--- src/rtl/ico_servo_pkg.sv ---
// Constants and types shared by the servo PWM generator and the servo capture block.
package ico_servo_pkg;

  localparam int unsigned TICK_BITS   = 11;
  localparam int unsigned FRAME_TICKS = 1 << TICK_BITS;
  localparam int unsigned START_SHIFT = 3;
  localparam int unsigned WIDTH_MAX   = 255;

  typedef enum logic [1:0] {
    RD_IDLE = 2'd0,
    RD_LO   = 2'd1,
    RD_HI   = 2'd2
  } rd_state_t;

  // A pulse that rises and falls within one tick still reports width 1.
  function automatic logic [7:0] clamp_width(input logic [TICK_BITS-1:0] diff);
    if (diff == '0)                        return 8'd1;
    else if (diff > TICK_BITS'(WIDTH_MAX)) return 8'(WIDTH_MAX);
    else                                   return diff[7:0];
  endfunction

endpackage

--- src/rtl/ico_servo_capture_if.sv ---
// SPI control endpoint signals plus endpoint select, shared with the generator slot.
interface ico_servo_capture_if;
  logic       spi_ctrl_si;
  logic       spi_ctrl_so;
  logic       spi_ctrl_hd;
  logic [7:0] spi_ctrl_di;
  logic [7:0] spi_ctrl_do;
  logic [1:0] epsel;

  modport master (output spi_ctrl_si, spi_ctrl_so, spi_ctrl_hd, spi_ctrl_di, epsel,
                  input  spi_ctrl_do);
  modport slave  (input  spi_ctrl_si, spi_ctrl_so, spi_ctrl_hd, spi_ctrl_di, epsel,
                  output spi_ctrl_do);
endinterface

--- src/rtl/ico_servo_pin_meas.sv ---
// One capture pin: 2-FF synchroniser, edge detect, rise time and clamped width.
module ico_servo_pin_meas
  import ico_servo_pkg::*;
(
  input  logic                 clk,
  input  logic                 resetn,
  input  logic                 i_pin,
  input  logic [TICK_BITS-1:0] i_timer,
  output logic                 o_done,
  output logic [15:0]          o_result
);

  logic [1:0]           r_sync;
  logic                 r_prev;
  logic                 r_armed;
  logic [TICK_BITS-1:0] r_rise_t;
  logic                 w_rise;
  logic                 w_fall;
  logic [TICK_BITS-1:0] w_diff;

  assign w_rise = r_sync[1] & ~r_prev;
  assign w_fall = ~r_sync[1] & r_prev;
  // Modular subtraction handles pulses that straddle the timer wrap.
  assign w_diff = i_timer - r_rise_t;

  assign o_done   = w_fall & r_armed;
  assign o_result = {8'(r_rise_t >> START_SHIFT), clamp_width(w_diff)};

  always_ff @(posedge clk or negedge resetn) begin
    if (!resetn) begin
      r_sync   <= '0;
      r_prev   <= 1'b0;
      r_armed  <= 1'b0;
      r_rise_t <= '0;
    end else begin
      r_sync <= {r_sync[0], i_pin};
      r_prev <= r_sync[1];
      if (w_rise) begin
        r_rise_t <= i_timer;
        r_armed  <= 1'b1;
      end else if (w_fall) begin
        r_armed  <= 1'b0;
      end
    end
  end

endmodule

--- src/rtl/ico_servo_capture.sv ---
// Servo pulse capture: 10 us timebase, per-frame publish and SPI readback of start/width bytes.
module ico_servo_capture
  import ico_servo_pkg::*;
#(
  parameter int NUM_PMODS = 1,
  parameter int CLK_KHZ   = 12000
) (
  input  logic                   clk,
  input  logic                   resetn,
  ico_servo_capture_if.slave     spi,
  input  logic [8*NUM_PMODS-1:0] pmod_i,
  output logic [8*NUM_PMODS-1:0] pmod_o,
  output logic [8*NUM_PMODS-1:0] pmod_d
);

  localparam int unsigned NPINS = 8 * NUM_PMODS;
  localparam int unsigned PRESC = CLK_KHZ / 100;
  localparam int unsigned PW    = $clog2(PRESC + 1);

  logic [PW-1:0]        r_presc;
  logic [TICK_BITS-1:0] r_timer;
  logic                 w_tick;
  logic                 w_frame;
  logic [NPINS-1:0]     w_done;
  logic [15:0]          w_result [NPINS];
  logic [15:0]          r_work   [NPINS];
  logic [15:0]          r_pub    [NPINS];
  rd_state_t            r_rd_state;
  logic [7:0]           r_rd_addr;
  logic [7:0]           r_do;
  logic [15:0]          w_sel;
  logic [7:0]           w_byte;
  logic                 w_unused_so;

  assign pmod_o          = '0;
  assign pmod_d          = '0;
  assign spi.spi_ctrl_do = r_do;
  assign w_unused_so     = spi.spi_ctrl_so;

  assign w_tick  = (r_presc == PW'(PRESC - 1));
  assign w_frame = w_tick && (r_timer == '1);

  always_ff @(posedge clk or negedge resetn) begin
    if (!resetn) begin
      r_presc <= '0;
      r_timer <= '0;
    end else begin
      r_presc <= w_tick ? '0 : r_presc + PW'(1);
      if (w_tick) r_timer <= r_timer + TICK_BITS'(1);
    end
  end

  for (genvar g = 0; g < NPINS; g++) begin : g_pin
    ico_servo_pin_meas u_meas (
      .clk      (clk),
      .resetn   (resetn),
      .i_pin    (pmod_i[g]),
      .i_timer  (r_timer),
      .o_done   (w_done[g]),
      .o_result (w_result[g])
    );
  end

  // A fall on the boundary cycle bypasses work so it lands in the frame that just ended.
  always_ff @(posedge clk or negedge resetn) begin
    if (!resetn) begin
      for (int unsigned i = 0; i < NPINS; i++) begin
        r_work[i] <= '0;
        r_pub[i]  <= '0;
      end
    end else begin
      for (int unsigned i = 0; i < NPINS; i++) begin
        if (w_frame) begin
          r_pub[i]  <= w_done[i] ? w_result[i] : r_work[i];
          r_work[i] <= '0;
        end else if (w_done[i]) begin
          r_work[i] <= w_result[i];
        end
      end
    end
  end

  always_comb begin
    w_sel = '0;
    for (int unsigned i = 0; i < NPINS; i++) begin
      if (r_rd_addr == 8'(i)) w_sel = r_pub[i];
    end
    case (r_rd_state)
      RD_LO:   w_byte = w_sel[7:0];
      RD_HI:   w_byte = w_sel[15:8];
      default: w_byte = '0;
    endcase
  end

  always_ff @(posedge clk or negedge resetn) begin
    if (!resetn) begin
      r_rd_state <= RD_IDLE;
      r_rd_addr  <= '0;
      r_do       <= '0;
    end else begin
      r_do <= w_byte;
      case (r_rd_state)
        RD_IDLE: begin
          if (spi.spi_ctrl_hd && spi.spi_ctrl_si) begin
            r_rd_addr <= spi.spi_ctrl_di;
            if (spi.epsel[1])      r_rd_state <= RD_HI;
            else if (spi.epsel[0]) r_rd_state <= RD_LO;
          end
        end
        RD_LO: begin
          if (!spi.epsel[0])       r_rd_state <= RD_IDLE;
          else if (spi.spi_ctrl_si) r_rd_addr <= r_rd_addr + 8'd1;
        end
        RD_HI: begin
          if (!spi.epsel[1])       r_rd_state <= RD_IDLE;
          else if (spi.spi_ctrl_si) r_rd_addr <= r_rd_addr + 8'd1;
        end
        default: r_rd_state <= RD_IDLE;
      endcase
    end
  end

endmodule
--- src/flat_wrapper.sv ---
// flat-port wrapper written by rule: the top's interface ports become plain ports
module ico_servo_capture_flat import ico_servo_pkg::*;
#(
  parameter int NUM_PMODS = 1,
  parameter int CLK_KHZ   = 12000
)
  (clk, resetn, pmod_i, pmod_o, pmod_d, spi_spi_ctrl_si, spi_spi_ctrl_so, spi_spi_ctrl_hd, spi_spi_ctrl_di, spi_epsel, spi_spi_ctrl_do);
  ico_servo_capture_if spi_i ();
  input  logic clk;
  input  logic resetn;
  input  logic [8*NUM_PMODS-1:0] pmod_i;
  output logic [8*NUM_PMODS-1:0] pmod_o;
  output logic [8*NUM_PMODS-1:0] pmod_d;
  input wire logic [$bits(spi_i.spi_ctrl_si)-1:0] spi_spi_ctrl_si;
  input wire logic [$bits(spi_i.spi_ctrl_so)-1:0] spi_spi_ctrl_so;
  input wire logic [$bits(spi_i.spi_ctrl_hd)-1:0] spi_spi_ctrl_hd;
  input wire logic [$bits(spi_i.spi_ctrl_di)-1:0] spi_spi_ctrl_di;
  input wire logic [$bits(spi_i.epsel)-1:0] spi_epsel;
  output wire logic [$bits(spi_i.spi_ctrl_do)-1:0] spi_spi_ctrl_do;
  assign spi_i.spi_ctrl_si = spi_spi_ctrl_si;
  assign spi_i.spi_ctrl_so = spi_spi_ctrl_so;
  assign spi_i.spi_ctrl_hd = spi_spi_ctrl_hd;
  assign spi_i.spi_ctrl_di = spi_spi_ctrl_di;
  assign spi_i.epsel = spi_epsel;
  assign spi_spi_ctrl_do = spi_i.spi_ctrl_do;
  ico_servo_capture #(.NUM_PMODS(NUM_PMODS), .CLK_KHZ(CLK_KHZ)) u_core (.clk(clk), .resetn(resetn), .spi(spi_i), .pmod_i(pmod_i), .pmod_o(pmod_o), .pmod_d(pmod_d));
endmodule
--- config.mk ---
export PLATFORM = sky130hd
export DESIGN_NAME = ico_servo_capture_flat
export DESIGN_NICKNAME = d
export VERILOG_FILES = /design/src/rtl/ico_servo_pkg.sv /design/src/rtl/ico_servo_capture_if.sv /design/src/rtl/ico_servo_pin_meas.sv /design/src/rtl/ico_servo_capture.sv /design/src/flat_wrapper.sv
export SDC_FILE = /design/constraint.sdc
export NUM_CORES = 1
export LEC_CHECK = 0
export ABC_AREA = 0
export BUFFER_PORTS_ARGS = -buffer_cell sky130_fd_sc_hd__buf_2
export CORE_UTILIZATION = 55
export DETAILED_ROUTE_END_ITERATION = 10
export GPL_ROUTABILITY_DRIVEN = 0
export PLACE_DENSITY = 0.71
export RECOVER_POWER = 50
export REMOVE_ABC_BUFFERS = 1
export SYNTH_ARGS = -nofsm -noshare
export SYNTH_HDL_FRONTEND = slang
export SYNTH_SLANG_ARGS = --single-unit
--- constraint.sdc ---
create_clock -name clk -period 5.55 [get_ports clk]
set_input_delay 0.555 -clock clk [delete_from_list [all_inputs] [get_ports clk]]
set_output_delay 0.555 -clock clk [all_outputs]
set_load 0.02 [all_outputs]
==> results of run 1 <==
-- final timing paths --
path                                             startpoint                             endpoint  slack [ns]
hold / removal                                       resetn     u_core.g_pin[6].u_meas.r_sync[1]       -0.03
max in group asynchronous                            resetn  u_core.g_pin[4].u_meas.r_rise_t[10]        2.15
min in group clk                                  pmod_i[0]     u_core.g_pin[0].u_meas.r_sync[0]        0.08
hold reg to reg            u_core.g_pin[3].u_meas.r_sync[0]     u_core.g_pin[3].u_meas.r_sync[1]        0.35
setup / recovery                          u_core.r_timer[1]                     u_core.r_pub[33]        1.25
setup reg to reg                          u_core.r_timer[1]                     u_core.r_pub[33]        1.25
-- logic make-up (layout without fill, tap and decap cells) --
kind of cell               after synthesis  after routing  share of synthesized area
xor gates and xnor gates                69             69                     0.0289
muxes                                  111            111                     0.0558
buffers and inverters                  247            256                     0.0501
DFF                                    412            412                      0.493
adders and majority gates              114            114                     0.0711
and+or+nand+nor                        608            608                      0.130
other                                    1             16                   0.000179
AOI/OAI and AO/OA                      556            556                      0.170
-- final cells by class --
cell class,instances,area (sq um)
clock buffer,60,1250
clock inverter,22,251
fill,3149,14700
inverter,123,462
multi-input combinational,1474,9600
sequential,412,10300
tap,511,639
timing repair buffer,51,310
-- through the flow --
stage / std cells / util
after floorplan: 2009 / -
after global placement: 2571 / 0.569
after detailed placement: 2571 / 0.569
after CTS: 2653 / 0.609
after global routing: 2653 / 0.609
final: 2653 / 0.609
-- cells in the mapped netlist (8+ instances only) --
cell type    n
a221oi_1    26
o221ai_1    17
xor2_1      29
mux2_2      43
o21a_1      19
a21o_1      22
o22ai_1     38
nor2b_1     16
o211ai_1     8
xnor2_1     40
o21ai_0    235
fa_1         8
and2_1      33
dfrtp_1    412
o2bb2ai_1   11
nor4_1       8
nand2_1    224
ha_1       106
clkbuf_1    67
a21oi_1     68
mux2i_1     68
nand3_1     29
nand2b_1     8
and3_1      15
buf_4       21
buf_2       33
a211oi_1    20
nor3_1      21
o22a_1       8
o31a_1      12
nand4_1     13
nor2_1     212
inv_1      123
-- metal layers --
| metal | wire length (um) | share of wire | track usage |
|---|---|---|---|
| met5 | 0 | 0 | 0 |
| met3 | 3270 | 0.063 | 0.0518 |
| met1 | 22600 | 0.44 | 0.374 |
| met4 | 2010 | 0.039 | 0.109 |
| met2 | 23500 | 0.46 | 0.438 |
-- report_power, final --
| part | switching (mW) | internal (mW) | total, mW |
|---|---|---|---|
| Sequential | 0.116 | 3.20 | 3.31 |
| Combinational | 0.584 | 0.306 | 0.890 |
| Clock | 1.25 | 1.78 | 3.03 |
-- worst register-to-register path: cells and delay by family, from the launching register on --
family / cells / cell delay [ns]
AOI/OAI and AO/OA: 5 / 0.94
DFF: 1 / 0.74
and+or+nand+nor: 3 / 0.92
buffers and inverters: 1 / 1.08
adders and majority gates: 1 / 0.42
-- sequential cells by signal (all words and copies together) (netlist names), 11 cells and up --
register,flops
u_core.r_pub,128
u_core.g_pin.u_meas.r_sync,16
u_core.r_work,128
u_core.r_timer,11
u_core.g_pin.u_meas.r_rise_t,88
==> metrics.cfg, run 1 <==
[outcome]
status=finished, violations left
violations=negative hold slack, max-capacitance violations, max-slew violations

[yosys]
synth_top_area_frac=0.493
synth_warnings=0
synthFlopType=dfrtp_1
avgSynthCellArea_sq_um=9.86
synth_top_area_cell=dfrtp_1
ys_ff_latch=412
postSynthCellCount=2118
async_reset_ff_frac=1.00
synth_area_leaders=dfrtp_1, ha_1, o21ai_0, nand2_1, nor2_1
synth_area_sq_mm=0.0209
synth_edf_count=0
synth_seq_area_share=0.493
ys_types=73

[placed_design]
place.detailed.hpwl_mm=34.8
dp_slack_ns=1.80
portBuffers=29
place_area_sq_mm=0.0213

[timing]
fmax_ghz=0.233
rsz0062_at_grt=false
fin_crit_ns=4.30
finalWorstSetupSlack_ns=1.25
timing.slew.headroom=-1.11
setup_tns_ns=0
final_max_slew_viol_count=60
finalHoldViolCount=10
fin_crit_sh=0.774
fin_skew_ns=0.0183
worstMarginPinSlew_ns=3.17
worst_hold_slack_ns=-0.0329
setup_violations=0

[cts]
ctsResizeCount=0
tritoncts=yes
postCtsSetupBuffers=0
clk_latency_ns=0.58
cts_hold_buf=0
clockRootBuffer=clkbuf_16
cts-buffers-inserted=45
cts-htree-levels=2
cts_buffer_depth=3
cts.clk_slew.worst_paths_ns=0.06
clock-sinks=412

[setup_path]
slowest_stage=clkbuf_1
critPathLaunchType=flip-flop
crit_family=buffers and inverters
timing.critical_path.required_ns=5.95
crit_type=reg2reg
path_common_cell=a21oi_1
crit_chain=clkbuf_1 > ha_1 > nor2b_1 > o21a_1 > o31ai_1 > a21oi_1 > nor4_1 > and2_1 > a2bb2oi_2 > a21oi_1
cp_num_buf_inv=1
cp.arrival_ns=4.70
cp_slowest_stage_delay_ns=1.08
critical_path.endpoint_type=flip-flop
reg2reg_depth=10
worst-path-stages=10
crit_fanout=16

[global_routing]
first_global_vias=15400
overflow=0
grt_use_total=0.276
grt_antenna_before_repair=0
grt_first_pass_wirelength_mm=82.9
grt_max_degree=167

[final_layout]
n_antenna_cell=0
finalInstanceArea_sq_mm=0.0228
drive_above_1_share=0.0859
final_cell_mix=dfrtp_1, o21ai_0, nand2_1
nets=2244
area_growth_pct=9.22
layout_commonest_cell=dfrtp_1

[power_and_ir_drop]
peakVddDrop_uv=224
p_leak_nw=10.7
p_total_mw=7.24
power_density_mw_per_mm2=317

[floorplan]
die_w_um=197
rows=71
die_h_um=197
io_pins=47
coreArea_sq_mm=0.0375
start_util=0.557
die_area_sq_mm=0.0388

[route]
drt_iter0_markers=1114
drt-vias-per-instance=5.88
via_count=15600
drcViolationCount=0
wl_per_cell_um=19.4
first_pass_iters=5
wirelength_mm=51.4
drtAntennaViolNets=0

[hold_path]
hold_class=in2async

[run]
maxCapViolations=1

No activity file was read; power rests on OpenSTA's default activity.
==> run 2: changes to the inputs <==
Clock period 5.55 ns to 4.2 ns, I/O delays scaled along.
==> run 2 against run 1 <==
The flow finishes with violations (max-capacitance violations, max-slew violations). Final cell count grew 0.90%. Sequential cell count stayed put. Clock-buffer cell count rose by 2. Register-to-register slack worse by 0.71 ns. Critical path type unchanged. Global-route usage shrank 0.20 points.
==> metrics.cfg, run 2 (synthesized netlist as in run 1, its figures left out) <==
[final_layout]
n_antenna_cell=0  ; unchanged
largestRegisters=u_core.r_pub x128, u_core.r_work x128, u_core.g_pin.u_meas.r_rise_t x88
nets=2267  ; +1.0%
area_growth_pct=10.7
final_cell_mix=dfrtp_1, o21ai_0, nand2_1
finalNonFillerCells=2677  ; +0.90%
layout_commonest_cell=dfrtp_1
drive_above_1_share=0.0919  ; +0.00597

[floorplan]
die_area_sq_mm=0.0388  ; unchanged
die_h_um=197  ; unchanged
rows=71  ; unchanged
start_util=0.557  ; unchanged
io_pins=47  ; unchanged
die_w_um=197  ; unchanged
coreArea_sq_mm=0.0375  ; unchanged

[timing]
rsz0062_at_grt=false
fin_crit_sh=0.870  ; +0.0957
timing.slew.headroom=-0.965  ; +0.145
setup_violations=0  ; unchanged
fmax_ghz=0.274  ; +18%
fin_skew_ns=0.00999  ; -0.00830 ns
worstMarginPinSlew_ns=2.95  ; -0.217 ns
fin_crit_ns=3.65  ; -0.643 ns
final_max_slew_viol_count=110  ; +83%
finalHoldViolCount=0  ; -10

[outcome]
status=finished, violations left
violations=max-capacitance violations, max-slew violations

[setup_path]
crit_fanout=5  ; -11
crit_chain=inv_1 > buf_12 > ha_1 > inv_1 > fa_1 > a211oi_1 > o21ai_0 > nor4_1 > nor3_1 > nor4_2 > a21oi_1 > a211oi_1 > a21oi_1
timing.critical_path.required_ns=4.61  ; -1.34 ns
crit_type=reg2reg
cp_slowest_stage_delay_ns=0.42  ; -0.66 ns
critical_path.endpoint_type=flip-flop
slowest_stage=a211oi_1
cp.arrival_ns=4.06  ; -0.64 ns
critPathLaunchType=flip-flop

[route]
drcViolationCount=0  ; unchanged
drt_iter0_markers=1179  ; +5.8%
first_pass_iters=7  ; +2
drt-vias-per-instance=5.84  ; -0.64%
wl_per_cell_um=19.2  ; -0.83%
via_count=15600  ; +0.26%
wirelength_mm=51.5  ; about the same
drtAntennaViolNets=0  ; unchanged

[placed_design]
place.detailed.hpwl_mm=35.5  ; +2.0%
placedCellCount=2584  ; +0.51%
portBuffers=29  ; unchanged

[cts]
clk_latency_ns=0.55  ; -0.03 ns
cts.clk_slew.worst_paths_ns=0.06  ; about the same
cts-buffers-inserted=46  ; +2.2%
postCtsSetupBuffers=0  ; unchanged
cts_buffer_depth=3  ; unchanged
cts-htree-levels=2  ; unchanged
clock-sinks=412  ; unchanged
clockRootBuffer=clkbuf_16
tritoncts=yes
ctsResizeCount=0  ; unchanged

[global_routing]
grt_antenna_before_repair=0  ; unchanged
first_global_vias=15200  ; -1.1%
grt_use_total=0.274  ; -0.00197
overflow=0  ; unchanged
grt_first_pass_wirelength_mm=82.7  ; -0.22%
grt_max_degree=214  ; +28%

[hold_path]
hold_class=in2reg

[power_and_ir_drop]
power_density_mw_per_mm2=420  ; +33%
peakVddDrop_uv=341  ; +52%
p_total_mw=9.72  ; +34%
p_leak_nw=10.9  ; +1.4%

[run]
maxCapViolations=1  ; unchanged

[run 2: cell type report]
cell class / instances / area (sq um)
well taps: 511 / 639
clock inverters: 22 / 208
repair buffers: 73 / 551
inverters: 123 / 462
fillers: 3118 / 14400
flip-flops and latches: 412 / 10300
multi-input cells: 1474 / 9600
clock buffers: 62 / 1370
[run 2: worst max-delay path: cells and delay by family, from the launching register on]
family	cells	cell delay (ns)
AND/OR/NAND/NOR	3	0.83
flip-flops	1	0.37
adder cells (fa/ha/maj)	2	0.58
AO/OA/AOI/OAI	5	1.22
buffers and inverters	3	0.51
[run 2: stage by stage]
stage          setup TNS [ns]  area, sq um  hold WS (ns)   util  setup slack [ns]
2_1_floorplan         -316.07        20400         0.124      -             -2.62
3_3_place_gp                0        21500         0.332  0.573             0.726
3_5_place_dp                0        21500         0.336  0.573             0.556
4_1_cts                     0        23200         0.155  0.618             0.573
5_1_grt                     0        23100         0.187  0.617             0.127
6_report                    0        23100         0.174  0.617             0.546
[run 2: final timing paths]
kind	to	depth (start not counted)	from	slack (ns)
worst max-delay path	u_core.r_pub[65]	13	u_core.r_timer[0]	0.55
worst min-delay path	u_core.r_rd_state[1]	3	spi_epsel[1]	0.17
worst max register to register	u_core.r_pub[65]	13	u_core.r_timer[0]	0.55
worst min register to register	u_core.g_pin[2].u_meas.r_sync[1]	0	u_core.g_pin[2].u_meas.r_sync[0]	0.35
max in group asynchronous	u_core.r_presc[0]	3	resetn	0.76
min in group asynchronous	u_core.r_pub[12]	2	resetn	1.37
[run 2: report_power, final]
| part | internal (mW) | switching, mW | leakage (nW) |
|---|---|---|---|
| logic | 0.418 | 0.793 | 4.56 |
| clock network | 2.47 | 1.66 | 0.780 |
| registers | 4.23 | 0.159 | 5.51 |
[run 2: layer usage]
layer / part of all wire / wire length [um] / track usage
met4: 0.029 / 1510 / 0.0870
met1: 0.46 / 23500 / 0.388
met3: 0.054 / 2790 / 0.0428
met2: 0.46 / 23600 / 0.432
met5: 0 / 0 / 0
[run 2: what timing repair did]
item / in CTS / in global routing
setup endpoints to repair: 0 / 0
hold endpoints to repair: 57 / 0
hold buffers: 9 / 0
